## src/rtl/pipeline1_pkg.sv

```systemverilog
// Shared constants for the instruction-fetch stage: datapath widths,
// the NOP encoding and the fetch state encodings.
package pipeline1_pkg;

    localparam int PC_WIDTH     = 16;
    localparam int INSTR_WIDTH  = 32;
    localparam int OPCODE_WIDTH = 6;

    localparam logic [OPCODE_WIDTH-1:0] NOP = 6'h14;

    // NOP opcode in the low opcode field, every other bit zero
    localparam logic [INSTR_WIDTH-1:0] NOP_INSTR =
        {{(INSTR_WIDTH-OPCODE_WIDTH){1'b0}}, NOP};

    localparam logic [1:0] S_BOOT  = 2'd0;
    localparam logic [1:0] S_RUN   = 2'd1;
    localparam logic [1:0] S_STALL = 2'd2;

endpackage

```

## src/rtl/pipeline1_hold_buf.sv

```systemverilog
// fetch_hold_buf: one-entry instruction+PC buffer that parks a memory
// response which arrives while the fetch stage is stalled.
module fetch_hold_buf
    import pipeline1_pkg::*;
(
    input  logic                   clk_in,
    input  logic                   RST,
    input  logic                   load,
    input  logic                   clear,
    input  logic [INSTR_WIDTH-1:0] d_instr,
    input  logic [PC_WIDTH-1:0]    d_pc,
    output logic [INSTR_WIDTH-1:0] q_instr,
    output logic [PC_WIDTH-1:0]    q_pc,
    output logic                   valid
);

    // Clear beats load so a redirect or an advance always empties the entry
    always_ff @(posedge clk_in) begin
        if (!RST) begin
            valid <= 1'b0;
        end else if (clear) begin
            valid <= 1'b0;
        end else if (load) begin
            q_instr <= d_instr;
            q_pc    <= d_pc;
            valid   <= 1'b1;
        end
    end

endmodule

```

## src/rtl/pipeline1.sv

```systemverilog
// pipeline1: instruction-fetch stage. Owns the PC, issues reads to a
// synchronous instruction memory, buffers a response across stalls and
// applies execute-stage redirects with a single NOP bubble.
module pipeline1
    import pipeline1_pkg::*;
#(
    parameter logic [PC_WIDTH-1:0] RESET_PC = '0
) (
    input  logic                   clk_in,
    input  logic                   RST,
    input  logic                   stall,
    input  logic                   br_en,
    input  logic [PC_WIDTH-1:0]    br_addr,
    output logic                   imem_en,
    output logic [PC_WIDTH-1:0]    imem_addr,
    input  logic [INSTR_WIDTH-1:0] imem_data,
    output logic [INSTR_WIDTH-1:0] instr,
    output logic [PC_WIDTH-1:0]    pc_out
);

    logic [PC_WIDTH-1:0]    pc_q;
    logic                   inflight_q;
    logic [PC_WIDTH-1:0]    inflight_pc_q;
    logic [1:0]             state_q;
    logic [1:0]             state_d;

    logic                   hold_load;
    logic                   hold_clear;
    logic                   hold_valid_q;
    logic [INSTR_WIDTH-1:0] hold_q;
    logic [PC_WIDTH-1:0]    hold_pc_q;

    logic [PC_WIDTH-1:0]    pc_inc;
    logic [PC_WIDTH-1:0]    br_inc;

    assign pc_inc = pc_q + PC_WIDTH'(1);
    assign br_inc = br_addr + PC_WIDTH'(1);

    // Read issue: a redirect fetches its target even when stalled; a stall suppresses the read
    always_comb begin
        imem_en   = 1'b1;
        imem_addr = pc_q;
        if (br_en) begin
            imem_en   = 1'b1;
            imem_addr = br_addr;
        end else if (stall) begin
            imem_en   = 1'b0;
            imem_addr = pc_q;
        end
    end

    // A response is parked only while stalled; any advance or redirect empties the buffer
    assign hold_load  = !br_en && stall && inflight_q;
    assign hold_clear = br_en || !stall;

    fetch_hold_buf u_hold (
        .clk_in  (clk_in),
        .RST     (RST),
        .load    (hold_load),
        .clear   (hold_clear),
        .d_instr (imem_data),
        .d_pc    (inflight_pc_q),
        .q_instr (hold_q),
        .q_pc    (hold_pc_q),
        .valid   (hold_valid_q)
    );

    // Next fetch state: redirect forces RUN, otherwise RUN/STALL tracks the stall input
    always_comb begin
        state_d = S_BOOT;
        unique case (state_q)
            S_BOOT, S_RUN, S_STALL: state_d = stall ? S_STALL : S_RUN;
            default:                state_d = stall ? S_STALL : S_RUN;
        endcase
        if (br_en) begin
            state_d = S_RUN;
        end
    end

    // PC, in-flight tracking and registered outputs toward decode
    always_ff @(posedge clk_in) begin
        if (!RST) begin
            pc_q          <= RESET_PC;
            inflight_q    <= 1'b0;
            inflight_pc_q <= '0;
            instr         <= NOP_INSTR;
            pc_out        <= '0;
            state_q       <= S_BOOT;
        end else if (br_en) begin
            pc_q          <= br_inc;
            inflight_q    <= 1'b1;
            inflight_pc_q <= br_inc;
            instr         <= NOP_INSTR;
            pc_out        <= '0;
            state_q       <= state_d;
        end else if (stall) begin
            inflight_q    <= 1'b0;
            state_q       <= state_d;
        end else begin
            if (hold_valid_q) begin
                instr  <= hold_q;
                pc_out <= hold_pc_q;
            end else if (inflight_q) begin
                instr  <= imem_data;
                pc_out <= inflight_pc_q;
            end else begin
                instr  <= NOP_INSTR;
                pc_out <= '0;
            end
            pc_q          <= pc_inc;
            inflight_q    <= 1'b1;
            inflight_pc_q <= pc_inc;
            state_q       <= state_d;
        end
    end

endmodule

```

## config.mk

```make
export PLATFORM = sky130hd
export DESIGN_NAME = pipeline1
export DESIGN_NICKNAME = d
export VERILOG_FILES = /design/src/rtl/pipeline1_pkg.sv /design/src/rtl/pipeline1_hold_buf.sv /design/src/rtl/pipeline1.sv
export SDC_FILE = /design/constraint.sdc
export NUM_CORES = 1
export LEC_CHECK = 0
export CAP_MARGIN = 20
export CORE_MARGIN = 4
export CORE_UTILIZATION = 44
export CTS_BUF_LIST = sky130_fd_sc_hd__clkbuf_8 sky130_fd_sc_hd__clkbuf_16
export DETAILED_ROUTE_END_ITERATION = 6
export HOLD_SLACK_MARGIN = 0.05
export PLACE_DENSITY = 0.75
export SETUP_SLACK_MARGIN = 0.5
export SYNTH_ARGS = -nofsm -noshare
export SYNTH_HDL_FRONTEND = slang
export SYNTH_SLANG_ARGS = --single-unit
```

## constraint.sdc

```tcl
create_clock -name clk_in -period 2.85 [get_ports clk_in]
set_input_delay 0.57 -clock clk_in [delete_from_list [all_inputs] [get_ports clk_in]]
set_output_delay 0.57 -clock clk_in [all_outputs]
set_load 0.02 [all_outputs]
```

-- Word-level counts from Yosys, hierarchy flattened
Cells that the tools add are included.
- word-level logic and storage cells: 29
- bits in registers: 114
- input port bits: 52
- output and inout port bits: 65
- eq/ne operators: 1
- multiplexer cells: 9
- reduce and logical (&&, ||, !) cells: 8
- $add $sub $neg: 2
- bitwise gates (word level): 2
- operators with widths (kind ; number):
    16-bit two-way mux ; 5
    32-bit two-way mux ; 2
    16-bit by 1-bit adder with 16-bit output, second input constant ; 2
    2-bit OR reduction ; 2
    3-bit AND reduction ; 1
    1-bit logical AND ; 2
    1-bit logical NOT ; 2
    1-bit two-way mux ; 2
    2-bit by 1-bit inequality test with 1-bit output, second input constant ; 1
    1-bit inverter ; 2
    1-bit logical OR ; 1

-- Depth between registers and ports, before layout
Gate-level depths: netlist (run 1).
- depth in word-level cells: 4
- depth in mapped cells: 11

-- By module
A second synthesis (run 1) with hierarchy kept.
- cell total of the unflattened synthesis: 482
- area, all modules: 4772.1 µm²
- modules (own cells, without submodules) (module ; cells each ; instances ; area an instance (µm²)):
    pipeline1 ; 430 ; 1 ; 3285.7
    fetch_hold_buf ; 52 ; 1 ; 1486.4

-- Worst setup path before layout (run 1)
OpenSTA, ideal clock, no wires.
- path kind: input-to-reg
- start: input port br_en
- end: register inflight_pc_q[14]
- buffers on the path: 4
- arrival: 2.884 ns
- path slack: -0.151 ns
- required time: 2.733 ns
- stages on the path: 11
- cells stage by stage: buf_2 > buf_2 > buf_2 > mux2_2 > ha_1 > nand4b_1 > a22oi_1 > and3_1 > clkbuf_1 > a31o_2 > a32o_1
- cells in the longest elaborated chain, start to end: 1
- elaborated cells between the ends (all ways): 2
- ends and longest elaborated chain (item ; RTL line ; source):
    start, declared ; pipeline1.sv:12 ; input logic br_en,
    2-bit by 1-bit inequality test with 1-bit output (no source line) / 16-bit two-way mux (equally long branches) ; n/a ;
    end signal, assigned ; pipeline1.sv:92 ; inflight_pc_q <= br_inc;
    end signal, assigned ; pipeline1.sv:112 ; inflight_pc_q <= pc_inc;
    end, declared ; pipeline1.sv:23 ; logic [PC_WIDTH-1:0] inflight_pc_q;
Parallel ways exist; a longest one is shown, timed or not.
A chain may end at the register's enable or synchronous reset.

-- Worst setup path after layout (run 1)
- start: input port br_addr[4]
- end: output port imem_addr[4]
- cells in the longest elaborated chain, start to end: 1
- ends and longest elaborated chain (item ; RTL line ; source):
    start, declared ; pipeline1.sv:13 ; input logic [PC_WIDTH-1:0] br_addr,
    16-bit two-way mux ; pipeline1.sv:43 ; if (br_en) begin
    end, declared ; pipeline1.sv:15 ; output logic [PC_WIDTH-1:0] imem_addr,
No other way between the ends.

==> results of run 1 <==
==> where the power goes <==
| part | internal, mW | switching [mW] | leakage (nW) |
|---|---|---|---|
| Clock | 1.23 | 0.691 | 0.285 |
| Combinational | 0.220 | 0.240 | 1.23 |
| Sequential | 1.75 | 0.0444 | 0.978 |
| Total | 3.20 | 0.975 | 2.50 |
==> worst paths after layout <==
kind | from | end | slack (ns) | depth (start not counted)
setup / recovery | br_addr[4] | imem_addr[4] | 0.61 | 3
hold / removal | instr[2] | instr[2] | 0.46 | 1
setup reg to reg | inflight_pc_q[0] | inflight_pc_q[14] | 0.80 | 7
hold reg to reg | instr[2] | instr[2] | 0.46 | 1
==> cells in the mapped netlist (3+ instances only) <==
library cell,instances,area [um^2]
nand4_1,8,50.1
buf_1,5,18.8
nand3b_1,3,22.5
nor2_1,79,297
xor2_1,3,26.3
a31oi_1,3,18.8
xnor2_1,5,43.8
a21oi_1,66,330
buf_2,3,15.0
edfxtp_1,48,1440
and3_1,3,18.8
a211o_1,3,26.3
mux2i_1,5,50.1
and2_1,3,18.8
a22oi_1,32,240
inv_1,5,18.8
nand2b_1,3,18.8
nand2_1,32,120
o21ai_0,4,20.0
clkbuf_1,26,97.6
dfxtp_1,66,1320
mux2_2,12,135
nand3_1,28,140
==> logic make-up (layout without fill, tap and decap cells) <==
kind of cell    count (synthesis)  count (layout)  synth area share (%)
flops                         114             114                  58.0
compound gates                124             124                  16.3
mux                            17              17                  3.89
simple gates                  171             171                  16.5
xor+xnor                        8               8                  1.47
buf+inv                        42             178                  3.55
fa+ha+maj                       1               1                 0.263
==> sequential cells by signal, indices dropped and copies added, names as in the netlist <==
signal,flops
inflight_q,1
u_hold.valid,1
u_hold.q_pc,16
instr,32
inflight_pc_q,16
u_hold.q_instr,32
pc_out,16
==> cell type report <==
class / count / area (um^2) / share of cell area (%)
clock inverters: 12 / 90.1 / 1.34
inverters: 7 / 26.3 / 0.390
multi-input cells: 321 / 1870 / 27.7
clock buffers: 20 / 467 / 6.92
repair buffers: 139 / 1360 / 20.1
well taps: 136 / 170 / 2.52
flip-flops and latches: 114 / 2760 / 41.0
==> what timing repair did <==
| item | CTS | global route |
|---|---|---|
| endpoints found under the setup margin | 17 | 1 |
| resized for setup | 21 | 1 |
| gates cloned | 1 | 0 |
==> routing by layer <==
layer | vias to the layer above | GRT usage, %
met5 | - | 0
met4 | 0 | 6.33
met3 | 16 | 5.23
met2 | 155 | 32.2
met1 | 1960 | 26.4
li1 | 1981 | -
==> cell usage in the layout, fill, tap and decap left out, types with 10 or more instances in the layout <==
cell             instances
nand2_1                 32
a21oi_1                 66
dlygate4sd2_1           17
clkdlybuf4s50_1         97
a22oi_1                 31
mux2_2                  10
edfxtp_1                48
nand3_1                 28
clkbuf_16               17
buf_4                   19
nor2_1                  79
dfxtp_1                 65
==> through the flow <==
stage | area (um^2) | instances
after floorplan | 4830 | 477
after CTS | 6750 | 749
final | 6740 | 749
after detailed placement | 6170 | 716
after global placement | 6170 | 716
after global routing | 6740 | 749
==> reports/qor.yml, run 1 <==
routing:
  wl_met3_um: 785
  drt-initial-drc-count: 427
  wl_met1_um: 5530
  wirelength_um: 12400
  drt-wirelength-per-cell_um: 16.6
  met2_length_um: 5960
  vias_per_cell: 5.49
  dr_total_vias: 4112
  top_layer: "met4"
  postRouteAntennaNets: 0
  dr.pass1.iters: 6
  drc_errors: 0
grt:
  grtUsageTotal_pct: 19.9
  gr-total-overflow: 0
  grt_max_degree: 100
  grt_first_pass_wirelength_um: 20600
  antenna_found_initial: 0
  grt_pass1_vias: 4099
clock_tree:
  cts_tree: "yes"
  cts_inserted_buffers: 17
  root_buffer: "clkbuf_8"
  clock_latency_ns: 0.50
  clk_path_buf_depth: 2
  hold_buffers: 0
  clkTransAtPathRegs_ns: 0.05
  h-tree-depth: 4
  cts.sinks: 114
  postCtsSetupRepairBufs: 0
sta:
  setup_ws_ns: 0.606
  maxSlewViolCount: 0
  tns_ns: 0
  fin_skew_ns: 0.00660
  finalSetupViolations: 0
  max_clock_freq_ghz: 0.446
  rsz0062_at_grt: "no"
  finalCritPeriodShare_pct: 78.8
  period_minus_slack_ns: 2.24
  whs_ns: 0.464
  relSlewSlack_pct: 35.7
  hold_viol_final: 0
  max_slew.worst_pin.slew_ns: 0.965
logic_synthesis:
  ys_ff_latch: 114
  synth_enable_flop_cells: 48
  yosys_warnings: 0
  syn_area_um2: 4760
  yosysUniqueCellTypes: 49
  synth_ff_type: "dfxtp_1"
  yosysSeqAreaShare_pct: 58.0
  syn_inst: 477
  async_flop_share_pct: 0
  syn-num-nets: 530
  syn_area_per_cell_um2: 9.99
setup_path:
  crit_required_ns: 2.28
  critPathMaxStageDelay_ns: 0.47
  critPathCaptureType: "output port"
  arrival_ns: 1.67
  critical_path.startpoint_type: "input pin"
  crit_fanout: 4
  crit_chain: "clkdlybuf4s50_1, mux2_2, dlygate4sd2_1"
  critical-path-top-delay-family: "buffers and inverters"
  cp_num_buf_inv: 2
  worst-setup-path-type: "in2out"
  slowest_stage: "clkdlybuf4s50_1"
final_layout:
  diodes: 0
  fin_nets: 653
  syn_to_final_growth_pct: 41.6
  nFillCells: 852
  fin_util_pct: 64.7
  layout-drive-gt1-share_pct: 13.1
place:
  place_congestion: 0.846
  hpwl_um: 8380
  dpl_worst_slack_ns: -0.00666
  io_buffers: 116
power:
  p_per_area_nw_per_um2: 620
  p_leak_nw: 2.50
  vdd_drop_max_mv: 0.359
  total_power_mw: 4.18
floorplan:
  ioPinCount: 117
  die_w_um: 112
  design.die.area_um2: 12600
  die_h_um: 112
  rows: 37
  initial_core_util_pct: 45.7
  core_um2: 10400
worst_hold_path:
  hold_class: "reg2reg"
job:
  cap_violations: 0
run_status:
  status: "finished, final reports clean"
(Power assumes the default switching activity.)
==> run 2: changes to the inputs <==
Clock period 2.85 ns to 1.9 ns, I/O delays scaled along.
==> run 2 against run 1 <==
  * The run now ends with DRC left
  * Sequential power up 49%
  * Sequential share of layout area shrank 3.4 points
  * Worst setup slack lost 0.55 ns
  * Flip-flop and latch count stayed put
  * Design area rose by 12%
  * Via count rose by 11%
  * Cell count rose by 9.3%
  * First-iteration DRC count grew 26%
  * Highest routed layer unchanged
==> reports/qor.yml, run 2 (synthesis gave the netlist of run 1 again) <==
floorplan:
  die_w_um: 112
  ioPinCount: 117
  die_h_um: 112
  core_um2: 10400
  rows: 37
  initial_core_util_pct: 45.7
  design.die.area_um2: 12600
clock_tree:
  clock_latency_ns: 0.50
  clk_path_buf_depth: 2
  hold_buffers: 0
  cts.sinks: 114
  cts_inserted_buffers: 17
  clkTransAtPathRegs_ns: 0.05
  h-tree-depth: 4
  cts_tree: "yes"
  root_buffer: "clkbuf_8"
final_layout:
  final_cells: 819
  layout_common_cells: "buf_4 (98), nor2_1 (79), a21oi_1 (65)"
  layout-drive-gt1-share_pct: 40.8
  layout_commonest_cell: "buf_4"
  syn_to_final_growth_pct: 59.2
  diodes: 0
  top_regs: "instr: 32 flops, u_hold.q_instr: 32 flops"
  fin_nets: 724
  fin_area_um2: 7580
grt:
  grtUsageTotal_pct: 21.8
  antenna_found_initial: 0
  gr-total-overflow: 0
  grt_use_met1_pct: 27.8
  grt_max_degree: 99
  grt_use_met3_pct: 6.09
  gr-usage-met2_pct: 35.3
  grt_pass1_vias: 4321
  top_usage_layer: "met2"
  grt_first_pass_wirelength_um: 22100
run_status:
  status: "finished with violations"
  violations: "DRC"
sta:
  fin_skew_ns: 0.00629
  max_slew.worst_pin.slew_ns: 0.446
  maxSlewViolCount: 0
  period_minus_slack_ns: 1.85
  hold_viol_final: 0
  finalCritPeriodShare_pct: 97.2
  relSlewSlack_pct: 70.3
  rsz0062_at_grt: "yes"
  finalSetupViolations: 0
  max_clock_freq_ghz: 0.541
setup_path:
  crit_chain: "mux2_4, ha_4, nand4b_1, a22oi_2, and3_4, a31o_2, a32o_1"
  critical-path-top-delay-family: "compound AO/OA/AOI/OAI gates"
  crit_required_ns: 2.29
  slowest_stage: "dfxtp_4"
  crit_fanout: 4
  arrival_ns: 2.24
  worst-setup-path-type: "reg2reg"
  critPathCaptureType: "register"
  critPathMaxStageDelay_ns: 0.36
  critical_path.startpoint_type: "register"
  cp_num_buf_inv: 0
worst_hold_path:
  hold_class: "in2reg"
power:
  total_power_mw: 6.30
  p_leak_nw: 3.09
  vdd_drop_max_mv: 0.700
  p_per_area_nw_per_um2: 831
place:
  hpwl_um: 8640
  place_congestion: 0.842
  placed_cells: 748
  place_area_um2: 6440
  io_buffers: 116
routing:
  wirelength_um: 14600
  drc_errors: 3
  vias_per_cell: 5.57
  dr_total_vias: 4564
  drt-wirelength-per-cell_um: 17.9
  postRouteAntennaNets: 0
  drt-initial-drc-count: 536
  dr.pass1.iters: 7
job:
  cap_violations: 0
## run 2: changes by cell type in the layout (fill, tap and decap cells not counted), sizes merged
cell / delta
clkdlybuf4s50: -53
clkinvlp: -1
clkbuf: -1
inv: +2
clkinv: -1
buf: +137
dlygate4sd2: -12
bufinv: -1
## run 2: worst paths after layout
check	from	endpoint	slack [ns]	cells after the start
worst min-delay path	br_addr[0]	inflight_pc_q[0]	0.40	3
worst max-delay path	inflight_pc_q[0]	inflight_pc_q[14]	0.05	7
worst min register to register	instr[4]	instr[4]	0.47	1
worst max register to register	inflight_pc_q[0]	inflight_pc_q[14]	0.05	7
## run 2: worst reg2reg max path, cell delays in order (launching register included)
cell and delay (ns):
dfxtp_4 0.36, mux2_4 0.30, ha_4 0.18, nand4b_1 0.14
a22oi_2 0.09, and3_4 0.21, a31o_2 0.20, a32o_1 0.24
## run 2: metal layers
| layer | wire, um | vias up |
|---|---|---|
| met5 | 0 | - |
| met4 | 277 | 0 |
| met3 | 1030 | 42 |
| met2 | 7320 | 216 |
| met1 | 6010 | 2170 |
| li1 | - | 2136 |
## run 2: metrics by stage
step,setup WS [ns],TNS (ns),hold slack [ns],util (%)
detailed placement,-0.676,-38.62,0.462,61.9
finish,0.0532,0,0.397,72.8
global route,0.00325,0,0.408,72.8
CTS,0.0947,0,0.364,69.1
global placement,-0.615,-35.22,0.451,61.9
floorplan,-0.398,-1.06,0.449,-
## run 2: area by class of cell
type / instances / area, um^2
clock buffer: 20 / 455
inverter: 7 / 30.0
clock inverter: 11 / 51.3
tap: 136 / 170
timing repair buffer: 210 / 2000
sequential: 114 / 2850
multi-input combinational: 321 / 2030
fill: 709 / 2830
## run 2: timing repair
| item | in CTS | in global routing |
|---|---|---|
| buffers inserted | 25 | 13 |
| hold endpoints to repair | 0 | 0 |
| endpoints found under the setup margin | 172 | 94 |
| gates cloned | 2 | 0 |
| pin swaps | 16 | 10 |
| gates resized for setup | 387 | 97 |
## run 2: power by group
group | switching [mW] | internal (mW)
clock | 0.982 | 1.65
combinational | 0.464 | 0.514
sequential | 0.0552 | 2.63
==> patch: new RTL, settings of run 2 <==
Change the package constant `INSTR_WIDTH` from 32 to 36.
--- a/src/rtl/pipeline1_pkg.sv
+++ b/src/rtl/pipeline1_pkg.sv
@@ -5,3 +5,3 @@
     localparam int PC_WIDTH     = 16;
-    localparam int INSTR_WIDTH  = 32;
+    localparam int INSTR_WIDTH  = 36;
     localparam int OPCODE_WIDTH = 6;
Ports: changed (resized imem_data and instr); port bits go from 117 to 125. The function was not compared with the original's and may differ.
==> patch against run 2 <==
Core utilization decreased by 2.3 points; wire length increased by 14%; worst setup slack improved by 130 ps; cell area increased by 7.0%; sequential cell count increased by 8; critical endpoint is now inflight_pc_q[12]; largest power group is now clock; power increased by 14%; synthesized cell count increased by 2.7%; synthesized area increased by 9.6%.
==> patch: results (changes against run 2) <==
[metrics] run status: finished, final reports clean (was finished with violations)
[metrics] leakage power summed over all cells: 3.32 nW (was 3.09 nW)
[metrics] largest clock skew in the final design: 14.4 ps (was 6.29 ps)
[metrics] top cell types by occurrence after synthesis: dfxtp_1 (70), edfxtp_1 (52), a21oi_1 (39) (was nor2_1 (79), a21oi_1 (66), dfxtp_1 (66))
[metrics] global routing usage summed across all routing layers: 22.8% (was 21.8%)
[metrics] fraction of layout cells with a size suffix above 1: 38.7% (was 40.8%)
[metrics] maximum fanout encountered on the critical timing path: 4 (unchanged)
[metrics] Root Buffer: clkbuf_16 (was clkbuf_8)
[metrics] ratio of routed vias to standard cells: 5.77 (was 5.57)
[metrics] async set-reset flop share out of synthesis: 0% (unchanged)
[metrics] largest voltage drop on the vdd net: 632 uV (was 700 uV)
[metrics] post-placement setup slack: -559 ps (was -676 ps)
[metrics] slew margin rel.: 73.0% (was 70.3%)
[metrics] Total Wirelength: 16700 um (was 14600 um)
[metrics] antenna violations before repair: 0 (unchanged)
[metrics] HP Class: in2reg (unchanged)
[metrics] largest net degree at the start of global routing: 66 (was 99)
[metrics] number of levels in the clock H-tree: 4 (unchanged)
[metrics] insertion delay to the later sink of the worst-skew pair: 410 ps (was 500 ps)
[metrics] number of buffers created by CTS: 17 (unchanged)
[metrics] Inserted Diodes: 0 (unchanged)
[metrics] final setup violation count: 0 (unchanged)
[metrics] number of input and output port buffers inserted: 124 (was 116)
[metrics] number of detailed-route iterations in the first pass: 5 (was 7)
[metrics] via count of the first global-routing pass: 4928 (was 4321)
[metrics] count of distinct cell types in the synthesized netlist: 50 (was 49)
[metrics] worst-case clock buffer depth: 2 (unchanged)
[metrics] clock-pin transition on the worst setup and hold timing paths: 60 ps
[metrics] Final #Nets: 758 (was 724)
[metrics] number of placed cells counting well taps: 780 (was 748)
[metrics] biggest regs: instr (36), u_hold.q_instr (36) (was instr (32), u_hold.q_instr (32))
[metrics] HPWL Detailed: 9670 um (was 8640 um)
[metrics] vias after detailed routing: 4947 (was 4564)
[metrics] Post-Synthesis Net Count: 547 (was 530)
[metrics] number of DRC markers in iteration 0: 573 (was 536)
[metrics] Area contributors post-synth: edfxtp_1 (30%), dfxtp_1 (27%), a221oi_1 (5.7%) (was edfxtp_1 (30%), dfxtp_1 (28%), a21oi_1 (6.9%))
[metrics] total of warnings raised by yosys: 0 (unchanged)
[metrics] routability congestion estimate from global placement: 0.861 (was 0.842)
[metrics] number of synthesized flops with an enable pin: 52 (was 48)
[metrics] clock tree from TritonCTS: yes (unchanged)
[metrics] global-route wire length before repair: 24300 um (was 22100 um)
[metrics] sequential element share of the synthesized area: 56.8% (was 58.0%)
[metrics] arrival time worst endpoint: 2020 ps (was 2240 ps)
[metrics] instance count of the mapped netlist: 490 (was 477)
[metrics] final-layout fill cell count: 839 (was 709)
patch: cell types whose count changed after synthesis, moves of 6 or more:
cell      delta
nand3_1     -14
inv_1        +6
a221oi_1    +34
nor2b_1     +35
nor3_1      +34
a22oi_1     -31
nor2_1      -58
nand3b_1    +18
a21oi_1     -27
patch: metrics by stage:
step	instance area [um2]	TNS [ps]
2_1_floorplan	5330	-612
3_3_place_gp	7080	-24820
3_5_place_dp	7080	-25290
4_1_cts	8070	0
5_1_grt	8120	0
6_report	8120	0
patch: cell type report:
class,instances,area share [%]
repair buffers,231,24.6
well taps,143,2.20
flip-flops and latches,122,37.2
clock inverters,15,2.17
inverters,12,0.586
clock buffers,17,5.24
multi-input cells,317,28.0
patch: cell families after synthesis:
logic type,Yosys count,synth area share [%]
simple gates,185,19.5
flops,122,56.8
xor+xnor,7,1.17
fa+ha+maj,1,0.240
compound gates,107,14.8
buf+inv,51,4.00
mux,17,3.50
patch: worst paths after layout:
| kind | cells after the start | slack, ps | from | end |
|---|---|---|---|---|
| setup / recovery | 7 | 180 | inflight_pc_q[0] | inflight_pc_q[12] |
| hold / removal | 4 | 420 | RST | inflight_pc_q[2] |
| setup reg to reg | 7 | 180 | inflight_pc_q[0] | inflight_pc_q[12] |
| hold reg to reg | 2 | 490 | pc_out[8] | pc_out[8] |
patch: critical path: stages (launching register included):
cell and delay, ps:
dfxtp_4 340, mux2_4 290, ha_4 170, nand4b_1 130, a222oi_1 100, buf_4 160, and4_1 150, o31ai_2 280
patch: timing repair:
item / CTS / global route
setup buffers: 30 / 11
gates resized for setup: 354 / 57
pin swaps: 20 / 20
endpoints found under the setup margin: 138 / 111
cloned: 3 / 1
patch: power by group:
part | internal (mW) | switching, mW | total, mW
Clock | 2.06 | 1.17 | 3.23
Combinational | 0.554 | 0.539 | 1.09
Sequential | 2.82 | 0.0592 | 2.88
patch: per-layer routing:
layer,share of wire (%),global-route usage (%),routed length [um],vias to the layer above
li1,-,-,-,2249
met1,42,28.1,6930,2392
met2,48,37.7,8050,269
met3,7.8,6.74,1300,37
met4,2.4,8.94,393,0
met5,0,0,0,-
